**config.mk**
```make
export PLATFORM = sky130hd
export DESIGN_NAME = cu_multicycle
export DESIGN_NICKNAME = d
export VERILOG_FILES = /design/src/rtl/cu_multicycle.sv
export SDC_FILE = /design/constraint.sdc
export NUM_CORES = 1
export LEC_CHECK = 0
export ABC_AREA = 1
export ABC_CLOCK_PERIOD_IN_PS = 1500
export CAP_MARGIN = 40
export CORE_UTILIZATION = 48
export DETAILED_ROUTE_END_ITERATION = 16
export HOLD_SLACK_MARGIN = 0.08
export PLACE_DENSITY = 0.82
export SYNTH_ARGS = -nofsm -noshare
export SYNTH_HDL_FRONTEND = slang
export SYNTH_SLANG_ARGS = --single-unit
```
**constraint.sdc**
```tcl
create_clock -name clk -period 1.5 [get_ports clk]
set_input_delay 0.3 -clock clk [delete_from_list [all_inputs] [get_ports clk]]
set_output_delay 0.3 -clock clk [all_outputs]
set_load 0.01 [all_outputs]
```
**src/rtl/cu_multicycle.sv**
```systemverilog
// Multi-cycle control unit: sequences FETCH/DECODE/EXEC/MEM/WB, latches opcode and
// ALU flags, and runs a timed ready/request handshake with data memory.
module cu_multicycle #(
  parameter int unsigned OPC_W  = 4,
  parameter int unsigned OP_W   = 2,
  parameter int unsigned MEM_TO = 15
) (
  input  logic             clk,
  input  logic             rst,
  input  logic [OPC_W-1:0] opcode_i,
  input  logic             zf_i,
  input  logic             sf_i,
  input  logic             cf_i,
  input  logic             mem_ready_i,
  output logic [OP_W-1:0]  op_o,
  output logic             ir_en_o,
  output logic             pc_en_o,
  output logic             pc_load_o,
  output logic             imm_sel_o,
  output logic             st_sel_o,
  output logic             reg_en_o,
  output logic             mem_req_o,
  output logic             mem_we_o,
  output logic [2:0]       flags_o,
  output logic             halted_o,
  output logic             err_o
);

  localparam int unsigned CNT_W = $clog2(MEM_TO + 1);

  typedef enum logic [2:0] {
    S_RST, S_FETCH, S_DECODE, S_EXEC, S_MEM, S_WB, S_HALT
  } state_e;

  typedef struct packed {
    logic ir_en;
    logic pc_en;
    logic pc_load;
    logic imm_sel;
    logic st_sel;
    logic reg_en;
    logic mem_req;
    logic mem_we;
  } ctrl_t;

  state_e           state_q, state_d;
  logic [3:0]       opc_q, opc_d;
  logic [2:0]       flags_q, flags_d;
  logic [CNT_W-1:0] cnt_q, cnt_d;
  logic             err_q, err_d;
  logic             halted_q, halted_d;
  ctrl_t            ctrl_q, ctrl_d;
  logic             illegal_c;

  // Only the low nibble is ever architecturally meaningful; wider opcodes just flag illegal.
  if (OPC_W > 4) begin : g_ext
    assign illegal_c = |opcode_i[OPC_W-1:4];
  end else begin : g_base
    assign illegal_c = 1'b0;
  end

  function automatic logic is_alu(input logic [3:0] o);
    return (o[3:2] != 2'b11) && (o != 4'b0011);
  endfunction

  function automatic logic is_wb(input logic [3:0] o);
    return ((o[3:2] == 2'b01) && (o != 4'b0100)) ||
           ((o[3:2] == 2'b10) && (o != 4'b1000));
  endfunction

  always_ff @(posedge clk) begin
    if (rst) begin
      state_q  <= S_RST;
      opc_q    <= '0;
      flags_q  <= '0;
      cnt_q    <= '0;
      err_q    <= 1'b0;
      halted_q <= 1'b0;
      ctrl_q   <= '0;
    end else begin
      state_q  <= state_d;
      opc_q    <= opc_d;
      flags_q  <= flags_d;
      cnt_q    <= cnt_d;
      err_q    <= err_d;
      halted_q <= halted_d;
      ctrl_q   <= ctrl_d;
    end
  end

  // Next state, then outputs registered from the next state so they track state_q exactly.
  always_comb begin
    state_d  = state_q;
    opc_d    = opc_q;
    flags_d  = flags_q;
    cnt_d    = '0;
    err_d    = err_q;
    halted_d = 1'b0;
    ctrl_d   = '0;

    case (state_q)
      S_RST:    state_d = S_FETCH;
      S_FETCH:  state_d = S_DECODE;
      S_DECODE: begin
        opc_d = opcode_i[3:0];
        if (illegal_c) begin
          state_d = S_HALT;
          err_d   = 1'b1;
        end else begin
          state_d = S_EXEC;
        end
      end
      S_EXEC: begin
        if (is_alu(opc_q)) flags_d = {cf_i, sf_i, zf_i};
        case (opc_q)
          4'b0011, 4'b1110: state_d = S_FETCH;
          4'b1100, 4'b1101: state_d = S_MEM;
          4'b1111:          state_d = S_HALT;
          default:          state_d = is_wb(opc_q) ? S_WB : S_FETCH;
        endcase
      end
      S_MEM: begin
        // Ready wins over a coincident timeout.
        if (mem_ready_i) begin
          state_d = (opc_q == 4'b1100) ? S_WB : S_FETCH;
        end else if (cnt_q == CNT_W'(MEM_TO - 1)) begin
          state_d = S_HALT;
          err_d   = 1'b1;
          cnt_d   = cnt_q + CNT_W'(1);
        end else begin
          cnt_d   = cnt_q + CNT_W'(1);
        end
      end
      S_WB:     state_d = S_FETCH;
      S_HALT:   state_d = S_HALT;
      default:  state_d = S_RST;
    endcase

    halted_d = (state_d == S_HALT);
    case (state_d)
      S_FETCH: begin
        ctrl_d.ir_en = 1'b1;
        ctrl_d.pc_en = 1'b1;
      end
      S_EXEC: begin
        ctrl_d.imm_sel = (opc_d[3:2] == 2'b01);
        ctrl_d.pc_load = (opc_d == 4'b1110) ||
                         ((opc_d == 4'b0011) && !flags_d[0] && !flags_d[1]);
      end
      S_MEM: begin
        ctrl_d.mem_req = 1'b1;
        ctrl_d.st_sel  = (opc_d == 4'b1101);
        ctrl_d.mem_we  = (opc_d == 4'b1101);
      end
      S_WB:    ctrl_d.reg_en = 1'b1;
      default: ctrl_d = '0;
    endcase
  end

  assign op_o      = opc_q[OP_W-1:0];
  assign ir_en_o   = ctrl_q.ir_en;
  assign pc_en_o   = ctrl_q.pc_en;
  assign pc_load_o = ctrl_q.pc_load;
  assign imm_sel_o = ctrl_q.imm_sel;
  assign st_sel_o  = ctrl_q.st_sel;
  assign reg_en_o  = ctrl_q.reg_en;
  assign mem_req_o = ctrl_q.mem_req;
  assign mem_we_o  = ctrl_q.mem_we;
  assign flags_o   = flags_q;
  assign halted_o  = halted_q;
  assign err_o     = err_q;

endmodule

```
# Yosys cells after proc, flatten, opt, wreduce, memory -nomap -nowiden

Index checks and enable logic that the tools add are counted.

$add $sub $neg: 1
Reduce and logical (&&, ||, !) cells: 18
Bitwise logic cells: 4
Mux-type cells: 12
Eq/ne operators: 27

Operators with widths:

| kind                                                | count |
|---|---|
| equality test 4 bit, second input constant          | 7 |
| equality test 3 bit, second input constant          | 6 |
| case mux 3 bit (6 select lines)                     | 1 |
| two-way mux 3 bit                                   | 4 |
| OR reduction 2 bit                                  | 5 |
| equality test 3 x 2 -> 1 bit, second input constant | 3 |
| case mux 3 bit (3 select lines)                     | 1 |
| equality test 4 x 2 -> 1 bit, second input constant | 2 |
| two-way mux 2 bit                                   | 4 |
| equality test 3 x 1 -> 1 bit, second input constant | 2 |
| logical AND 1 bit                                   | 5 |
| adder 4 x 1 -> 4 bit, second input constant         | 1 |
| equality test 2 x 1 -> 1 bit, second input constant | 2 |
| two-way mux 4 bit                                   | 1 |
| != test 4 x 2 -> 1 bit, second input constant       | 1 |
| != test 4 x 3 -> 1 bit, second input constant       | 1 |
| != test 4 bit, second input constant                | 1 |
| inverter 1 bit                                      | 4 |
| zero test 3 bit                                     | 1 |
| AND reduction 3 bit                                 | 1 |
| OR reduction 3 bit                                  | 1 |
| equality test 2 bit, second input constant          | 1 |
| zero test 1 bit                                     | 2 |
| logical OR 1 bit                                    | 2 |
| other kinds (3)                                     | 3 |

Bits of input ports: 10
Output and inout port bits: 15
Register bits: 23
Logic and storage cells: 76

# Longest topological paths before layout

Depth after elaboration: 9
Depth in mapped cells: 10
Depth with buffers taken out: 10

# Worst setup path before layout

No wires, ideal clock.

Kind: reg-to-reg
Start point: register cnt_q[0]
End point: register ctrl_q (netlist bit mem_we_o)
Stages on the path, launching flop included: 10
Buffers on the path: 0
Data required time: 1427 ps
Arrival: 1086 ps
Period minus slack after synthesis: 1159 ps
Setup slack: 341 ps
Library setup time: 73 ps
Path through: dfxtp_1 inv_1 ha_1 nand3_1 nor2_1 nand2_1 nand2_1 nor2_1 nand2_1 nor3_2

Word-level cells in the longest chain between the ends: 7

RTL lines:

| item                                | RTL line | RTL |
|---|---|---|
| start, declared                     | 49       | `logic [CNT_W-1:0] cnt_q, cnt_d;` |
| start signal, assigned              | 84       | `cnt_q <= cnt_d;` |
| equality test 4 bit                 | 126      | `end else if (cnt_q == CNT_W'(MEM_TO - 1)) begin` |
| two-way mux 3 bit                   | 126      |  |
| two-way mux 3 bit                   | 124      | `if (mem_ready_i) begin` |
| case mux 3 bit (6 select lines)     | 101      | `case (state_q)` |
| equality test 3 bit                 | 140      | `case (state_d)` |
| inverter 1 bit (no source line)     | --       |  |
| OR reduction 2 bit (no source line) | --       |  |
| end signal, assigned                | 87       | `ctrl_q <= ctrl_d;` |
| end, declared                       | 52       | `ctrl_t ctrl_q, ctrl_d;` |

Every way passes these cells.
A chain may end at the register's enable or synchronous reset.

# Final worst setup path

Start point: register ctrl_q (netlist bit reg_en_o)
End point: output reg_en_o

RTL lines:

| item          | RTL line | RTL |
|---|---|---|
| end, declared | 21       | `output logic reg_en_o,` |

No word-level cell between the ends.

==> results.sh <==
export IMPL_fp_dieW_um=49.60
export IMPL_number_of_global_route_vias_before_repair=887
export IMPL_grt_max_degree=13
export IMPL_tritoncts_clock_tree="built"
export IMPL_wl_per_cell_um=10.86
export IMPL_power_density_nw_per_um2=832.9
export IMPL_crit_path_end_kind="primary output"
export IMPL_hold_path_depth=1
export IMPL_drt_initial_drc_count=21
export IMPL_synth_seq_cells=22
export IMPL_finish_stage_setup_viols=0
export IMPL_critical_path_depth=1
export IMPL_final_layout_size_suffix_gt1_share_pct=14.20
export IMPL_gpl_final_weighted_congestion=0.8807
export IMPL_cts_htree_levels=1
export IMPL_first_pass_drt_iterations=5
export IMPL_synthArstFlopShare_pct=0
export IMPL_root_buffer="sky130_fd_sc_hd__clkbuf_4"
export IMPL_min_period_ns=1.455
export IMPL_drt_total_wl_um=2205
export IMPL_status="finished clean"
export IMPL_arrival_ns=1.15
export IMPL_yosys_warnings=0
export IMPL_antennaDiodeCount=0
export IMPL_drtAntennaViolNets=0
export IMPL_upper_clock_frequency_limit_mhz=687.4
export IMPL_cp_slowest_cell="sky130_fd_sc_hd__clkdlybuf4s50_1"
export IMPL_timing_reg2reg_worst_path_depth=7
export IMPL_rsz0062_at_grt="no"
export IMPL_globalRoute_totalOverflow=0
export IMPL_area_delta_synth_final_pct=27.39
export IMPL_detailroute_via_count=997
export IMPL_drcViolationCount=0
export IMPL_io_pins=25
export IMPL_most_frequent_cell_after_synthesis="sky130_fd_sc_hd__nand2_1"
export IMPL_critPathKind="flop to primary output"
export IMPL_relSlewSlack_pct=84.30
export IMPL_finalPower_mw=1.154
export IMPL_synthesized_area_per_cell_um2=7.201
export IMPL_drt_vias_per_instance=4.911
export IMPL_cts_made_buffers=3
export IMPL_finalCritPeriodShare_pct=96.99
export IMPL_cap_violations=0
export IMPL_clock_path_buffers=2
export IMPL_critical_path_startpoint_type="flop"
export IMPL_worst_clock_skew_ns=0.001296
export IMPL_syn_nets=163
export IMPL_floorplan_initialDensity_pct=53.25
export IMPL_synthDominantAreaCellType="sky130_fd_sc_hd__dfxtp_1"
export IMPL_worst_setup_hold_path_clk_slew_ns=0.12
export IMPL_cp_data_required_time_ns=1.20
export IMPL_first_pass_grt_wire_length_um=3615
export IMPL_timing_hold_violations_final=0
export IMPL_worst_path_cell_trace="clkdlybuf4s50_1"
export IMPL_path_buf_inv=1
export IMPL_dpl_hpwl_um=1757
export IMPL_worst_skew_pair_late_latency_ns=0.31
export IMPL_post_synth_edffs=0
export IMPL_synth_top_cell_area_share_pct=40.51
export IMPL_core_rowCount=16
export IMPL_critical_path_max_fanout=1
export IMPL_post_synth_main_area_contributors="sky130_fd_sc_hd__dfxtp_1 41%, sky130_fd_sc_hd__nand2_1 12%, sky130_fd_sc_hd__inv_1 6.9%"
export IMPL_synth_top_cells_by_count="34 x sky130_fd_sc_hd__nand2_1, 22 x sky130_fd_sc_hd__dfxtp_1, 20 x sky130_fd_sc_hd__inv_1"
export IMPL_number_of_hold_repair_buffers_added_at_the_cts_stage=0
export IMPL_report_final_slew_viol_count=0
export IMPL_synth_cell_types=25
export IMPL_design_core_area_um2=2042
export IMPL_port_buffer_count=24
export IMPL_area_of_the_die_um2=2460
export IMPL_power_leakage_nw=0.7883
export IMPL_critical_path_top_delay_family="buffers and inverters"
export IMPL_hold_path_class="flop to flop"
export IMPL_cts_sink_count=22
export IMPL_netlist_area_um2=1087
export IMPL_post_cts_buffers=0
export IMPL_worst_slew_pin_transition_ns=0.2348
export IMPL_global_route_usage_total_pct=19.30
export IMPL_die_h_um=49.60
export IMPL_postSynth_topFlopCell="sky130_fd_sc_hd__dfxtp_1"
export IMPL_nets_final=189
export IMPL_setup_total_negative_slack_ns=0
export IMPL_synth_seq_area_share_pct=40.51
export IMPL_synthCells=151
export IMPL_initial_antenna_violation_count=0
export IMPL_crit_path_max_incr_delay_ns=0.52
export IMPL_max_vdd_ir_drop_uv=600.5
registers in the layout, indices dropped and copies added (netlist names), 3 cells and up:
register	flops
state_q	3
opc_q	4
flags_o	3
cnt_q	4
path summary, 6_finish.rpt:
path	startpoint	end	slack (ns)
setup / recovery	reg_en_o	reg_en_o	0.05
hold reg to reg	cnt_q[0]	cnt_q[0]	0.45
setup reg to reg	state_q[1]	mem_we_o	0.18
hold / removal	cnt_q[0]	cnt_q[0]	0.45
kinds of logic after synthesis:
group	synth area share, %
buffers and inverters	13.81
AOI/OAI and AO/OA	4.487
DFF	40.51
xor gates and xnor gates	2.417
adders and majority gates	2.301
and+or+nand+nor	36.48
where the power goes:
part,switching (mW),internal [mW]
Sequential,0.0189,0.606
Clock,0.177,0.148
Combinational,0.112,0.0918
area by class of cell:
class	instances	area, µm²
Timing Repair Buffer	29	287.8
Clock buffer	4	36.28
Inverter	23	86.33
Tap cell	27	33.78
Fill cell	188	656.9
Multi-Input combinational cell	98	496.7
Sequential cell	22	444.2
worst register-to-register path, stage by stage (launching register included):
cell	delay, ns
sky130_fd_sc_hd__dfxtp_1	0.47
sky130_fd_sc_hd__buf_4	0.21
sky130_fd_sc_hd__nand3_1	0.14
sky130_fd_sc_hd__nand2_2	0.12
sky130_fd_sc_hd__nand2_1	0.07
sky130_fd_sc_hd__inv_1	0.05
sky130_fd_sc_hd__nand2_1	0.07
sky130_fd_sc_hd__nor3_2	0.14
metal layers:
| metal | vias up | part of all wire, % | GRT usage, % |
|---|---|---|---|
| met5 | - | 0 | 0 |
| met2 | 31 | 51 | 36.26 |
| met3 | 5 | 4.9 | 3.704 |
| met4 | 0 | 1.8 | 7.619 |
| li1 | 514 | - | - |
| met1 | 447 | 42 | 20.79 |
what timing repair did:
action	in CTS	in global routing
resized for setup	7	9
setup endpoints to repair	6	8
endpoints found under the hold margin	0	0
gates cloned	0	0
cells in the final DEF, fill, tap and decap left out:
cell / netlist / layout
sky130_fd_sc_hd__dfxtp_1: 22 / 19
sky130_fd_sc_hd__nand4_1: 1 / 1
sky130_fd_sc_hd__nand2_4: 1 / 1
sky130_fd_sc_hd__inv_2: 3 / 3
sky130_fd_sc_hd__clkdlybuf4s50_1: 0 / 11
sky130_fd_sc_hd__ha_1: 2 / 2
sky130_fd_sc_hd__inv_1: 20 / 20
sky130_fd_sc_hd__o21ai_0: 1 / 1
sky130_fd_sc_hd__nand3b_1: 2 / 2
sky130_fd_sc_hd__o21ai_2: 1 / 1
sky130_fd_sc_hd__nor3_1: 4 / 4
sky130_fd_sc_hd__nor2_2: 3 / 3
sky130_fd_sc_hd__nor4_1: 1 / 1
sky130_fd_sc_hd__clkbuf_8: 0 / 1
sky130_fd_sc_hd__xor2_1: 2 / 2
sky130_fd_sc_hd__dlymetal6s2s_1: 0 / 7
sky130_fd_sc_hd__dlygate4sd2_1: 0 / 6
sky130_fd_sc_hd__nor2_8: 1 / 1
sky130_fd_sc_hd__nand2_1: 34 / 34
sky130_fd_sc_hd__xnor2_1: 1 / 1
sky130_fd_sc_hd__buf_4: 5 / 5
sky130_fd_sc_hd__a21oi_1: 6 / 6
sky130_fd_sc_hd__nand3_1: 15 / 15
sky130_fd_sc_hd__o21ai_1: 1 / 1
sky130_fd_sc_hd__dfxtp_2: 0 / 3
sky130_fd_sc_hd__clkbuf_4: 0 / 3
sky130_fd_sc_hd__nor3_2: 1 / 1
sky130_fd_sc_hd__nor2_1: 18 / 18
sky130_fd_sc_hd__nand2_2: 3 / 3
metrics by stage:
step           cells  util [%]  worst slack, ns  hold slack (ns)  cell area [µm²]
2_1_floorplan    151         -           0.3413           0.3765             1087
3_3_place_gp     199     65.38           0.1086           0.4410             1335
3_5_place_dp     199     65.38          0.05364           0.4393             1335
4_1_cts          203     66.85        0.0002369           0.4569             1365
5_1_grt          203     67.83         0.003649           0.4774             1385
6_report         203     67.83          0.04516           0.4488             1385
(Power assumes the default switching activity.)
